--- src/rtl/alu_pkg.sv ---
// Shared encodings for the sequenced ALU controller: ALU ops, command codes,
// controller states and response flag bit positions.
package alu_pkg;

  typedef enum logic [2:0] {
    ALU_AND = 3'b000,
    ALU_OR  = 3'b001,
    ALU_ADD = 3'b010,
    ALU_SLT = 3'b011
  } alu_op_e;

  typedef enum logic [2:0] {
    CMD_AND = 3'd0,
    CMD_OR  = 3'd1,
    CMD_ADD = 3'd2,
    CMD_SUB = 3'd3,
    CMD_SLT = 3'd4,
    CMD_NOR = 3'd5,
    CMD_ADC = 3'd6,
    CMD_MAX = 3'd7
  } cmd_code_e;

  typedef enum logic [1:0] {
    S_IDLE,
    S_EXEC1,
    S_EXEC2,
    S_DONE
  } state_e;

  // rsp_flags = {N,V,Z,C}
  localparam int unsigned FLAG_C = 0;
  localparam int unsigned FLAG_Z = 1;
  localparam int unsigned FLAG_V = 2;
  localparam int unsigned FLAG_N = 3;

endpackage

--- src/rtl/alu_cmd_decode.sv ---
// Combinational command-code decode into ripple-ALU controls.
// MAX shares the SLT encoding because its first pass is a set-less-than.
module alu_cmd_decode
  import alu_pkg::*;
(
  input  logic [2:0] code,
  input  logic       c_flag,
  output logic       ainvert,
  output logic       bnegate,
  output logic       cin,
  output logic [2:0] op
);

  always_comb begin
    ainvert = 1'b0;
    bnegate = 1'b0;
    cin     = 1'b0;
    op      = ALU_AND;
    case (cmd_code_e'(code))
      CMD_AND: op = ALU_AND;
      CMD_OR:  op = ALU_OR;
      CMD_ADD: op = ALU_ADD;
      CMD_SUB: begin
        bnegate = 1'b1;
        cin     = 1'b1;
        op      = ALU_ADD;
      end
      CMD_SLT, CMD_MAX: begin
        bnegate = 1'b1;
        cin     = 1'b1;
        op      = ALU_SLT;
      end
      CMD_NOR: begin
        ainvert = 1'b1;
        bnegate = 1'b1;
        op      = ALU_AND;
      end
      CMD_ADC: begin
        cin = c_flag;
        op  = ALU_ADD;
      end
      default: ;
    endcase
  end

endmodule

--- src/rtl/alu_seq_ctrl.sv ---
// Command/response sequencer around an external combinational ripple ALU.
// Single-pass ops take one EXEC cycle; MAX takes an SLT pass then an OR pass.
module alu_seq_ctrl
  import alu_pkg::*;
#(
  parameter int unsigned W = 16
) (
  input  logic         clk,
  input  logic         reset,
  input  logic         cmd_valid,
  output logic         cmd_ready,
  input  logic [2:0]   cmd_code,
  input  logic [W-1:0] cmd_a,
  input  logic [W-1:0] cmd_b,
  output logic         rsp_valid,
  input  logic         rsp_ready,
  output logic [W-1:0] rsp_result,
  output logic [3:0]   rsp_flags,
  output logic [W-1:0] alu_a,
  output logic [W-1:0] alu_b,
  output logic         alu_cin,
  output logic         alu_ainvert,
  output logic         alu_bnegate,
  output logic [2:0]   alu_op,
  input  logic [W-1:0] alu_result,
  input  logic         alu_cout,
  input  logic         alu_zero,
  input  logic         alu_overflow
);

  state_e       state_q, state_d;
  cmd_code_e    code_q, code_d;
  logic [W-1:0] a_q, a_d;
  logic [W-1:0] b_q, b_d;
  logic         cmd_ready_q, cmd_ready_d;
  logic         rsp_valid_q, rsp_valid_d;
  logic [W-1:0] rsp_result_q, rsp_result_d;
  logic [3:0]   rsp_flags_q, rsp_flags_d;
  logic         c_flag_q, c_flag_d;
  logic [W-1:0] alu_a_q, alu_a_d;
  logic [W-1:0] alu_b_q, alu_b_d;
  logic         alu_cin_q, alu_cin_d;
  logic         alu_ainvert_q, alu_ainvert_d;
  logic         alu_bnegate_q, alu_bnegate_d;
  logic [2:0]   alu_op_q, alu_op_d;

  logic         dec_ainvert;
  logic         dec_bnegate;
  logic         dec_cin;
  logic [2:0]   dec_op;
  logic         accept;
  logic         rsp_fire;
  logic         finish;
  logic [W-1:0] max_sel;

  // ADC carry-in is taken from c_flag_q at accept time; c_flag_q cannot
  // change again until this command's response completes.
  alu_cmd_decode u_decode (
    .code    (cmd_code),
    .c_flag  (c_flag_q),
    .ainvert (dec_ainvert),
    .bnegate (dec_bnegate),
    .cin     (dec_cin),
    .op      (dec_op)
  );

  assign accept   = cmd_valid && cmd_ready_q;
  assign rsp_fire = rsp_valid_q && rsp_ready;
  assign max_sel  = alu_result[0] ? b_q : a_q;

  // ALU drive flops are loaded on the edge entering an EXEC state, so they
  // present the decoded registered command for the whole EXEC cycle.
  always_comb begin
    state_d       = state_q;
    code_d        = code_q;
    a_d           = a_q;
    b_d           = b_q;
    rsp_valid_d   = rsp_valid_q;
    rsp_result_d  = rsp_result_q;
    rsp_flags_d   = rsp_flags_q;
    c_flag_d      = c_flag_q;
    alu_a_d       = '0;
    alu_b_d       = '0;
    alu_cin_d     = 1'b0;
    alu_ainvert_d = 1'b0;
    alu_bnegate_d = 1'b0;
    alu_op_d      = ALU_AND;
    finish        = 1'b0;

    case (state_q)
      S_IDLE: begin
        if (accept) begin
          code_d        = cmd_code_e'(cmd_code);
          a_d           = cmd_a;
          b_d           = cmd_b;
          alu_a_d       = cmd_a;
          alu_b_d       = cmd_b;
          alu_cin_d     = dec_cin;
          alu_ainvert_d = dec_ainvert;
          alu_bnegate_d = dec_bnegate;
          alu_op_d      = dec_op;
          state_d       = S_EXEC1;
        end
      end
      S_EXEC1: begin
        if (code_q == CMD_MAX) begin
          alu_a_d  = max_sel;
          alu_b_d  = max_sel;
          alu_op_d = ALU_OR;
          state_d  = S_EXEC2;
        end else begin
          finish = 1'b1;
        end
      end
      S_EXEC2: finish = 1'b1;
      S_DONE: begin
        if (rsp_fire) begin
          rsp_valid_d = 1'b0;
          c_flag_d    = rsp_flags_q[FLAG_C];
          state_d     = S_IDLE;
        end
      end
      default: state_d = S_IDLE;
    endcase

    if (finish) begin
      rsp_result_d         = alu_result;
      rsp_flags_d[FLAG_N]  = alu_result[W-1];
      rsp_flags_d[FLAG_V]  = alu_overflow;
      rsp_flags_d[FLAG_Z]  = alu_zero;
      rsp_flags_d[FLAG_C]  = alu_cout;
      rsp_valid_d          = 1'b1;
      state_d              = S_DONE;
    end

    cmd_ready_d = (state_d == S_IDLE);
  end

  always_ff @(posedge clk) begin
    if (reset) begin
      state_q       <= S_IDLE;
      code_q        <= CMD_AND;
      a_q           <= '0;
      b_q           <= '0;
      cmd_ready_q   <= 1'b0;
      rsp_valid_q   <= 1'b0;
      rsp_result_q  <= '0;
      rsp_flags_q   <= '0;
      c_flag_q      <= 1'b0;
      alu_a_q       <= '0;
      alu_b_q       <= '0;
      alu_cin_q     <= 1'b0;
      alu_ainvert_q <= 1'b0;
      alu_bnegate_q <= 1'b0;
      alu_op_q      <= '0;
    end else begin
      state_q       <= state_d;
      code_q        <= code_d;
      a_q           <= a_d;
      b_q           <= b_d;
      cmd_ready_q   <= cmd_ready_d;
      rsp_valid_q   <= rsp_valid_d;
      rsp_result_q  <= rsp_result_d;
      rsp_flags_q   <= rsp_flags_d;
      c_flag_q      <= c_flag_d;
      alu_a_q       <= alu_a_d;
      alu_b_q       <= alu_b_d;
      alu_cin_q     <= alu_cin_d;
      alu_ainvert_q <= alu_ainvert_d;
      alu_bnegate_q <= alu_bnegate_d;
      alu_op_q      <= alu_op_d;
    end
  end

  assign cmd_ready   = cmd_ready_q;
  assign rsp_valid   = rsp_valid_q;
  assign rsp_result  = rsp_result_q;
  assign rsp_flags   = rsp_flags_q;
  assign alu_a       = alu_a_q;
  assign alu_b       = alu_b_q;
  assign alu_cin     = alu_cin_q;
  assign alu_ainvert = alu_ainvert_q;
  assign alu_bnegate = alu_bnegate_q;
  assign alu_op      = alu_op_q;

endmodule

--- config.mk ---
export PLATFORM = sky130hd
export DESIGN_NAME = alu_seq_ctrl
export DESIGN_NICKNAME = d
export VERILOG_FILES = /design/src/rtl/alu_pkg.sv /design/src/rtl/alu_cmd_decode.sv /design/src/rtl/alu_seq_ctrl.sv
export SDC_FILE = /design/constraint.sdc
export NUM_CORES = 1
export LEC_CHECK = 0
export ABC_AREA = 1
export BUFFER_PORTS_ARGS = -buffer_cell sky130_fd_sc_hd__buf_2
export CAP_MARGIN = 10
export CORE_MARGIN = 2
export CORE_UTILIZATION = 35
export DETAILED_ROUTE_END_ITERATION = 6
export PLACE_DENSITY = 0.59
export SETUP_SLACK_MARGIN = 0.4
export SYNTH_ARGS = -nofsm -noshare
export SYNTH_HDL_FRONTEND = slang
export SYNTH_HIERARCHICAL = 1
export SYNTH_SLANG_ARGS = --single-unit
--- constraint.sdc ---
create_clock -name clk -period 1.7 [get_ports clk]
set_clock_uncertainty 0.1 [all_clocks]
set_input_delay 0.255 -clock clk [delete_from_list [all_inputs] [get_ports clk]]
set_output_delay 0.255 -clock clk [all_outputs]
set_load 0.02 [all_outputs]
==> run_results.csv, run 1 <==
group,metric,value,unit
hold_path,hp-class,"input pin to register",
die,floorplan.initialDensity,36.0,%
power_and_ir_drop,p_sw_share,30.2,%
placed_design,routabilityCongestion,0.762,
clocking,clkSlewWorstSetupHoldPaths,0.09,ns
drt,totalWireLength,10.2,mm
setup_path,startpoint_type,"register",
global_routing,grt_pass1_wl,15.3,mm
sta,timing.setup.tns,0,ns
drt,route.detailed.drc,0,
global_routing,grt_pass1_vias,3338,
sta,slew_headroom,64.6,%
yosys,ys_seq_area_share,52.5,%
die,ios,118,
clocking,cts_made_buffers,9,
placed_design,place_inst,715,
yosys,synth-seq-cells,97,
global_routing,grtUsageMet3,5.23,%
clocking,h-tree-depth,3,
global_routing,grt.overflow.total,0,
power_and_ir_drop,pwr-share-clk,26.8,%
global_routing,grt_max_degree,69,
cells_and_area,nets,684,
sta,hold_viol,0,
die,fp-row-count,37,
die,fp.dieW,107,um
sta,drv_slew,0,
sta,period_needed,1.49,ns
setup_path,critPathKind,"register to register",
yosys,netlist_area,3700,um2
power_and_ir_drop,total_power,5.22,mW
global_routing,antenna_found_initial,1,
drt,detail_route.iter0.violations,214,
power_and_ir_drop,p_switching,1.58,mW
die,core,10300,um2
placed_design,hpwl,6.13,mm
global_routing,use_met1,21.5,%
cells_and_area,post-route-util,52.3,%
power_and_ir_drop,pwr-share-seq,47.9,%
yosys,synth_warnings,6,
setup_path,crit_path_end_kind,"register",
die,die_h,107,um
power_and_ir_drop,pwr-share-comb,25.3,%
yosys,netlist-cell-type-count,20,
placed_design,io_buffer_count,117,
yosys,synth-edff-count,0,
cells_and_area,drive_gt1_share,40.7,%
setup_path,crit_arrival,1.68,ns
yosys,syn_area_per_cell,7.71,um2
sta,setup_viol,0,
yosys,synth_ff_type,"dfxtp_1",
setup_path,worstPathRequired,1.89,ns
global_routing,track_usage,17.0,%
cells_and_area,final_cells,762,
drt,avgRoutedWirePerCell,13.4,um
drt,vias_per_cell,4.62,
cells_and_area,fill_cells,996,
drt,drtAntennaViolNets,0,
sta,rsz0062_at_grt,"yes",
die,design.die.area,11400,um2
flow_run,max_cap_viol_count,0,
clocking,cts_tree,"built",
power_and_ir_drop,power.internal,3.64,mW
power_and_ir_drop,leakagePower,2.40,nW
sta,fin_crit_sh,87.9,%
yosys,postSynthCellCount,480,
clocking,clkSinkCount,97,
yosys,synth_nets,543,
yosys,synthArstFlopShare,0,%
outcome,outcome,"complete, no violations",
global_routing,grt-busiest-layer,"met2",
cells_and_area,area_growth,45.2,%
drt,vias,3518,
clocking,ctsHoldBuffers,0,
global_routing,met2_usage,27.4,%
clocking,cts_root_buffer,"clkbuf_8",
setup_path,cp_max_fo,8,
sta,max_freq,670,MHz
clocking,clk_latency,0.36,ns
cells_and_area,diodes,0,
clocking,cts_buffer_depth,2,
drt,drt_first_pass_iters,7,
sta,worstMarginPinSlew,0.532,ns
power_and_ir_drop,vdd_ir_drop_max,517,uV
power_and_ir_drop,powerDensity,971,nW/um2
## metal layers
| metal | part of all wire, % | wire length, um |
|---|---|---|
| met4 | 1.0 | 102 |
| met3 | 6.8 | 697 |
| met2 | 48 | 4900 |
| met1 | 44 | 4520 |
| met5 | 0.068 | 7 |
## state kept, by name (all words and copies together) (netlist names), 2 cells and up
name / flops
alu_b: 16
alu_a: 16
a_q: 16
rsp_result: 16
alu_op: 3
rsp_flags: 3
state_q: 2
b_q: 16
code_q: 3
## cells by family after synthesis
logic type	count (synthesis)	share of synthesized area, %
DFF	97	52.5
and+or+nand+nor	218	24.7
other	1	0.101
adders and majority gates	5	1.69
AOI/OAI and AO/OA	94	12.7
buffers and inverters	65	8.35
## final cells by class
| class | instances | area, um2 | share of cell area [%] |
|---|---|---|---|
| Clock inverter | 4 | 26.3 | 0.489 |
| Multi-Input combinational cell | 318 | 1780 | 33.0 |
| Timing Repair Buffer | 156 | 1100 | 20.6 |
| Sequential cell | 97 | 1950 | 36.3 |
| Clock buffer | 12 | 155 | 2.89 |
| Timing Repair inverter | 2 | 27.5 | 0.512 |
| Tap cell | 136 | 170 | 3.17 |
| Inverter | 37 | 161 | 3.00 |
## per-stage QoR
stage | setup WS [ns] | hold WS, ns | instance area (um2)
floorplan | 0.372 | 0.290 | 3810
global placement | 0.214 | 0.348 | 4460
detailed placement | 0.155 | 0.352 | 4460
CTS | 0.243 | 0.0320 | 4960
global route | 0.154 | 0.0354 | 5370
finish | 0.206 | 0.0512 | 5370
## repair_timing
action / 4_1_cts / 5_1_grt
endpoints found under the setup margin: 95 / 100
pin swaps: 7 / 33
buffers inserted: 14 / 7
resized for setup: 41 / 75
cloned: 4 / 6
## worst max-delay path, stage by stage, from the launching register on
cell and delay [ns]:
dfxtp_4 0.36, inv_4 0.07, ha_4 0.14, inv_2 0.04, nor2_4 0.11, buf_6 0.15, buf_12 0.13, nand2_4 0.05
nand2_4 0.07, nand2_4 0.05, a21oi_2 0.14
## worst paths after layout
check	cells past startpoint	from	slack, ns	to
min reg2reg	2	c_flag_q	0.36	c_flag_q
min	3	cmd_a[9]	0.05	a_q[9]
max reg2reg	10	state_q[1]	0.21	state_q[0]
max	10	state_q[1]	0.21	state_q[0]
## cells in the mapped netlist, types with 2 or more instances
| cell | n | area share (%) |
|---|---|---|
| inv_1 | 32 | 3.2 |
| nand2_2 | 3 | 0.51 |
| buf_6 | 5 | 1.5 |
| o21ai_1 | 2 | 0.27 |
| nand3b_1 | 19 | 3.9 |
| nand3_1 | 6 | 0.81 |
| ha_1 | 5 | 1.7 |
| a21oi_1 | 71 | 9.6 |
| nor2_1 | 54 | 5.5 |
| inv_2 | 5 | 0.51 |
| clkbuf_1 | 11 | 1.1 |
| nand2_1 | 133 | 13 |
| buf_2 | 7 | 0.95 |
| buf_4 | 5 | 1.0 |
| dfxtp_1 | 97 | 52 |
| o21ai_0 | 21 | 2.8 |
## power by group through the flow
stage	combinational, mW	clock [mW]	sequential, mW
floorplan	0.541	0	2.63
global placement	0.833	0	2.55
detailed placement	0.845	0	2.55
CTS	1.08	1.45	2.50
global route	1.43	1.56	2.52
finish	1.32	1.40	2.50
## cells in the final DEF, fill, tap and decap left out, types with 8 or more instances in the layout
| cell type | instances |
|---|---|
| nand2_1 | 101 |
| a21oi_1 | 62 |
| a21oi_2 | 8 |
| o21ai_0 | 17 |
| nor2_1 | 41 |
| inv_1 | 26 |
| nand2_2 | 22 |
| dfxtp_1 | 92 |
| clkbuf_8 | 11 |
| buf_4 | 23 |
| buf_2 | 114 |
| nor2_2 | 9 |
| nand3b_1 | 19 |
| nand2_4 | 11 |
No activity file was read; power rests on OpenSTA's default activity.
==> run 2, diff against run 1 <==
--- a/config.mk
+++ b/config.mk
@@ -11,7 +11,7 @@
 export CORE_MARGIN = 2
 export CORE_UTILIZATION = 35
 export DETAILED_ROUTE_END_ITERATION = 6
-export PLACE_DENSITY = 0.59
+export PLACE_DENSITY = 0.56
 export SETUP_SLACK_MARGIN = 0.4
 export SYNTH_ARGS = -nofsm -noshare
 export SYNTH_HDL_FRONTEND = slang
==> constraint.sdc (replaced) <==
create_clock -name clk -period 1.5 [get_ports clk]
set_clock_uncertainty 0.1 [all_clocks]
set_input_delay 0.225 -clock clk [delete_from_list [all_inputs] [get_ports clk]]
set_output_delay 0.225 -clock clk [all_outputs]
set_load 0.02 [all_outputs]
==> run 2 against run 1 <==
Global-route usage grew 0.46 points. Die area is the same. Count of clock-buffer cells in the layout shrank 2. Largest cell class is now multi-input gates.
==> run_results.csv, run 2 (synthesis results as in run 1) <==
group,metric,value,unit
clocking,h-tree-depth,3,
drt,drt_first_pass_iters,4,
sta,drv_slew,0,
cells_and_area,fill_cells,913,
sta,fin_crit_sh,99.9,%
global_routing,grt_pass1_wl,15.8,mm
drt,totalWireLength,10.9,mm
placed_design,place_inst,718,
power_and_ir_drop,vdd_ir_drop_max,653,uV
setup_path,reg2reg_setup_slack,0.002,ns
cells_and_area,final_cells,765,
global_routing,antenna_found_initial,3,
cells_and_area,diodes,0,
cells_and_area,post-route-util,60.7,%
drt,route.detailed.drc,0,
global_routing,grt_max_degree,58,
cells_and_area,design_area,6240,um2
clocking,cts_tree,"built",
setup_path,critPathKind,"register to register",
cells_and_area,final_common_cell,"buf_6",
global_routing,track_usage,17.4,%
drt,detail_route.iter0.violations,205,
global_routing,grt_pass1_vias,3350,
drt,wl_met1,4.89,mm
placed_design,routabilityCongestion,0.770,
clocking,clkSlewWorstSetupHoldPaths,0.10,ns
placed_design,io_buffer_count,117,
sta,period_needed,1.50,ns
placed_design,placed_area,4610,um2
global_routing,grt.overflow.total,0,
die,core,10300,um2
clocking,clk_latency,0.36,ns
clocking,cts_buffer_depth,2,
outcome,outcome,"complete, no violations",
drt,avgRoutedWirePerCell,14.3,um
clocking,clkSinkCount,97,
sta,timing.setup.tns,0,ns
clocking,cts_root_buffer,"clkbuf_8",
drt,routed.top_layer,"met5",
cells_and_area,nets,687,
sta,setup_viol,0,
setup_path,cp_max_fo,7,
flow_run,max_cap_viol_count,0,
drt,wl_met2,5.26,mm
drt,vias,3610,
setup_path,crit_path_end_kind,"register",
cells_and_area,final_cell_mix,"buf_6, nand2_1, dfxtp_2",
clocking,cts_made_buffers,9,
die,ios,118,
power_and_ir_drop,powerDensity,1030,nW/um2
power_and_ir_drop,leakagePower,2.54,nW
hold_path,hp-class,"input pin to register",
die,fp.dieW,107,um
drt,drtAntennaViolNets,0,
drt,vias_per_cell,4.72,
die,die_h,107,um
setup_path,worstPathRequired,1.64,ns
die,design.die.area,11400,um2
setup_path,startpoint_type,"register",
cells_and_area,drive_gt1_share,60.3,%
setup_path,crit_arrival,1.63,ns
placed_design,hpwl,6.23,mm
sta,max_freq,668,MHz
die,floorplan.initialDensity,36.0,%
die,fp-row-count,37,
drt,wl_met3,612,um
sta,rsz0062_at_grt,"yes",
sta,hold_viol,0,
cells_and_area,area_growth,68.5,%
## run 2: worst max-delay path, stage by stage (launching register included)
cell,delay (ns)
dfxtp_4,0.37
inv_4,0.07
ha_4,0.13
inv_2,0.04
nor2_4,0.15
buf_6,0.14
clkinv_8,0.09
clkbuf_16,0.19
nand2_4,0.06
a21oi_2,0.04
## run 2: layout make-up
class / count / area [um2] / share of cell area, %
Clock buffer: 10 / 128 / 2.05
Clock inverter: 6 / 67.6 / 1.08
Inverter: 37 / 171 / 2.75
Multi-Input combinational cell: 318 / 2070 / 33.3
Sequential cell: 97 / 2020 / 32.4
Tap cell: 136 / 170 / 2.73
Timing Repair Buffer: 160 / 1590 / 25.5
Timing Repair inverter: 1 / 11.3 / 0.181
## run 2: report_power, final
group / switching, mW / internal [mW]
Combinational: 0.923 / 0.895
Clock: 0.936 / 0.779
Sequential: 0.139 / 2.76
Total: 2.00 / 4.44
## run 2: repair_timing
action	4_1_cts	5_1_grt
hold endpoints to repair	4	0
resized for setup	212	134
setup buffers	15	4
hold buffers	4	0
setup endpoints to repair	156	156
pin swaps	2	30
cloned	1	7
## run 2: path summary, 6_finish.rpt
| kind | from | to | cells after the start |
|---|---|---|---|
| hold / removal | cmd_b[9] | alu_b[9] | 3 |
| hold reg to reg | c_flag_q | c_flag_q | 2 |
| setup / recovery | state_q[1] | b_q[4] | 9 |
| setup reg to reg | state_q[1] | b_q[4] | 9 |
## run 2: through the flow
| step | power, mW | setup WS, ns | hold WS, ns |
|---|---|---|---|
| detailed placement | 3.97 | 0.0385 | 0.342 |
| finish | 6.44 | 0.00198 | 0.0118 |
| global placement | 3.95 | 0.0732 | 0.345 |
| floorplan | 3.65 | 0.172 | 0.260 |
| CTS | 6.03 | 0.0567 | 0.000319 |
| global route | 6.73 | -0.0512 | 0.00164 |
## run 2: routing by layer
| layer | up-vias | global-route usage (%) |
|---|---|---|
| li1 | 1803 | - |
| met1 | 1687 | 23.0 |
| met2 | 100 | 27.8 |
| met3 | 16 | 4.56 |
| met4 | 4 | 5.47 |
| met5 | - | 0 |
==> run 3, diff against run 2 <==
--- a/config.mk
+++ b/config.mk
@@ -9,9 +9,9 @@
 export BUFFER_PORTS_ARGS = -buffer_cell sky130_fd_sc_hd__buf_2
 export CAP_MARGIN = 10
 export CORE_MARGIN = 2
-export CORE_UTILIZATION = 35
+export CORE_UTILIZATION = 50
 export DETAILED_ROUTE_END_ITERATION = 6
-export PLACE_DENSITY = 0.56
+export PLACE_DENSITY = 0.77
 export SETUP_SLACK_MARGIN = 0.4
 export SYNTH_ARGS = -nofsm -noshare
 export SYNTH_HDL_FRONTEND = slang
==> run 3 against run 2 <==
The flow now finishes with violations (negative setup slack). Sequential share of layout area rose by 2.7 points. Sequential cell count unchanged. Via count fell by 0.83%. Critical path depth is 2 higher. Non-clock buffer count shrank 14. Combinational power is 14% lower. Design area shrank 7.5%. Worst setup slack got worse by 0.0046 ns. First-iteration DRC count fell by 45%. Clock power up 6%. Critical path type unchanged. Largest cell class is now flip-flops and latches. Largest power group unchanged. Highest routed layer is now met4.
==> run_results.csv, run 3 (synthesis results as in run 1) <==
group,metric,value,unit
placed_design,io_buffer_count,117,
outcome,outcome,"finished, violations left",
sta,period_needed,1.50,ns
setup_path,path_common_cell,"nand2_1",
clocking,clkSinkCount,97,
global_routing,grt_max_degree,69,
cells_and_area,nets,672,
setup_path,startpoint_type,"register",
die,core,7210,um2
drt,drt_first_pass_iters,4,
die,die_h,90.1,um
cells_and_area,final_common_cell,"nand2_1",
cells_and_area,final_cell_mix,"nand2_1, buf_6, dfxtp_2",
die,design.die.area,8110,um2
die,fp-row-count,31,
sta,timing.setup.tns,-0.00257,ns
cells_and_area,diodes,0,
cells_and_area,area_growth,55.8,%
clocking,cts_root_buffer,"clkbuf_8",
setup_path,slowest_delay,0.37,ns
setup_path,cp_slowest_cell,"dfxtp_4",
drt,route.detailed.drc,0,
sta,drv_slew,0,
sta,setup_viol,1,
power_and_ir_drop,vdd_ir_drop_max,629,uV
sta,max_freq,666,MHz
die,ios,118,
outcome,violations,"negative setup slack",
global_routing,grt.overflow.total,0,
die,floorplan.initialDensity,51.3,%
sta,rsz0062_at_grt,"yes",
clocking,cts_buffer_depth,2,
hold_path,hp-class,"input pin to register",
clocking,h-tree-depth,3,
setup_path,critPathKind,"register to register",
global_routing,track_usage,23.1,%
global_routing,antenna_found_initial,1,
power_and_ir_drop,leakagePower,2.39,nW
sta,setup_ws,-0.00257,ns
cells_and_area,drive_gt1_share,53.7,%
drt,drtAntennaViolNets,0,
placed_design,hpwl,5.87,mm
global_routing,grt_pass1_wl,15.4,mm
clocking,cts_made_buffers,9,
setup_path,worstPathRequired,1.67,ns
flow_run,max_cap_viol_count,0,
sta,hold_viol,0,
sta,fin_crit_sh,100,%
setup_path,path_cells,"inv_4, ha_4, inv_2, nor2_4, buf_6, buf_4, nand2_1, nand2_1, nand2_2, nand3_1, nor2_1",
clocking,clk_latency,0.36,ns
drt,detail_route.iter0.violations,112,
drt,totalWireLength,10.2,mm
clocking,cts_tree,"built",
setup_path,cp_max_fo,4,
sta,fin_hold_ws,0.0116,ns
placed_design,routabilityCongestion,0.886,
global_routing,grt_pass1_vias,3430,
die,fp.dieW,90.1,um
placed_design,pre_cts_ws,-0.0167,ns
drt,avgRoutedWirePerCell,14.3,um
clocking,clkSlewWorstSetupHoldPaths,0.10,ns
setup_path,crit_arrival,1.67,ns
power_and_ir_drop,powerDensity,1090,nW/um2
drt,vias_per_cell,5.02,
setup_path,crit_path_end_kind,"register",
power_and_ir_drop,total_power,6.27,mW
drt,vias,3580,
run 3: cell types whose count changed in the layout (fill, tap and decap cells not counted), moves of 4 or more:
cell	change
nand2_4	-15
a21oi_1	+14
dlygate4sd3_1	-4
buf_12	-5
buf_6	-6
nor2_2	-14
a21oi_2	-14
nand2_1	+7
nand2_2	+9
nor2_1	+16
run 3: worst max-delay path: cells and delay by family (launching register included):
| kind | cells | cell delay (ns) |
|---|---|---|
| DFF | 1 | 0.37 |
| and+or+nand+nor | 6 | 0.41 |
| adders and majority gates | 1 | 0.14 |
| buffers and inverters | 4 | 0.39 |
run 3: final timing paths:
check,start,to,slack [ns],cells after the start
hold / removal,cmd_b[15],alu_b[15],0.01,3
setup reg to reg,state_q[0],cmd_ready,-0.003,11
setup / recovery,state_q[0],cmd_ready,-0.003,11
hold reg to reg,a_q[6],a_q[6],0.37,2
run 3: stage by stage:
step	std cells	instance area, um2	utilization [%]
finish	713	5770	80.0
global placement	679	4530	62.8
detailed placement	679	4530	62.8
global route	713	5770	80.0
CTS	707	5400	74.8
floorplan	480	3900	-
run 3: power breakdown:
| part | switching [mW] | internal (mW) | leakage (nW) | total, mW |
|---|---|---|---|---|
| combinational | 0.830 | 0.737 | 1.46 | 1.57 |
| sequential | 0.123 | 2.76 | 0.818 | 2.89 |
| clock | 0.928 | 0.890 | 0.114 | 1.82 |
| total | 1.88 | 4.39 | 2.39 | 6.27 |
run 3: per-layer routing:
metal,up-vias,track usage (%),share of wire [%]
li1,1779,-,-
met1,1645,27.6,40
met2,127,40.5,51
met3,29,4.36,5.5
met4,0,9.74,2.7
met5,-,0,0
run 3: final cells by class:
class	instances	area, um2
tap	99	124
clock buffer	10	149
clock inverter	6	68.8
fill	439	1450
sequential	97	2030
inverter	37	166
multi-input combinational	318	1840
timing repair buffer	146	1400
run 3: repair_timing:
item | CTS | global route
setup buffers | 9 | 4
gates resized for setup | 189 | 93
gates cloned | 3 | 2
pin swaps | 11 | 5
hold buffers | 0 | 0
endpoints found under the setup margin | 156 | 156
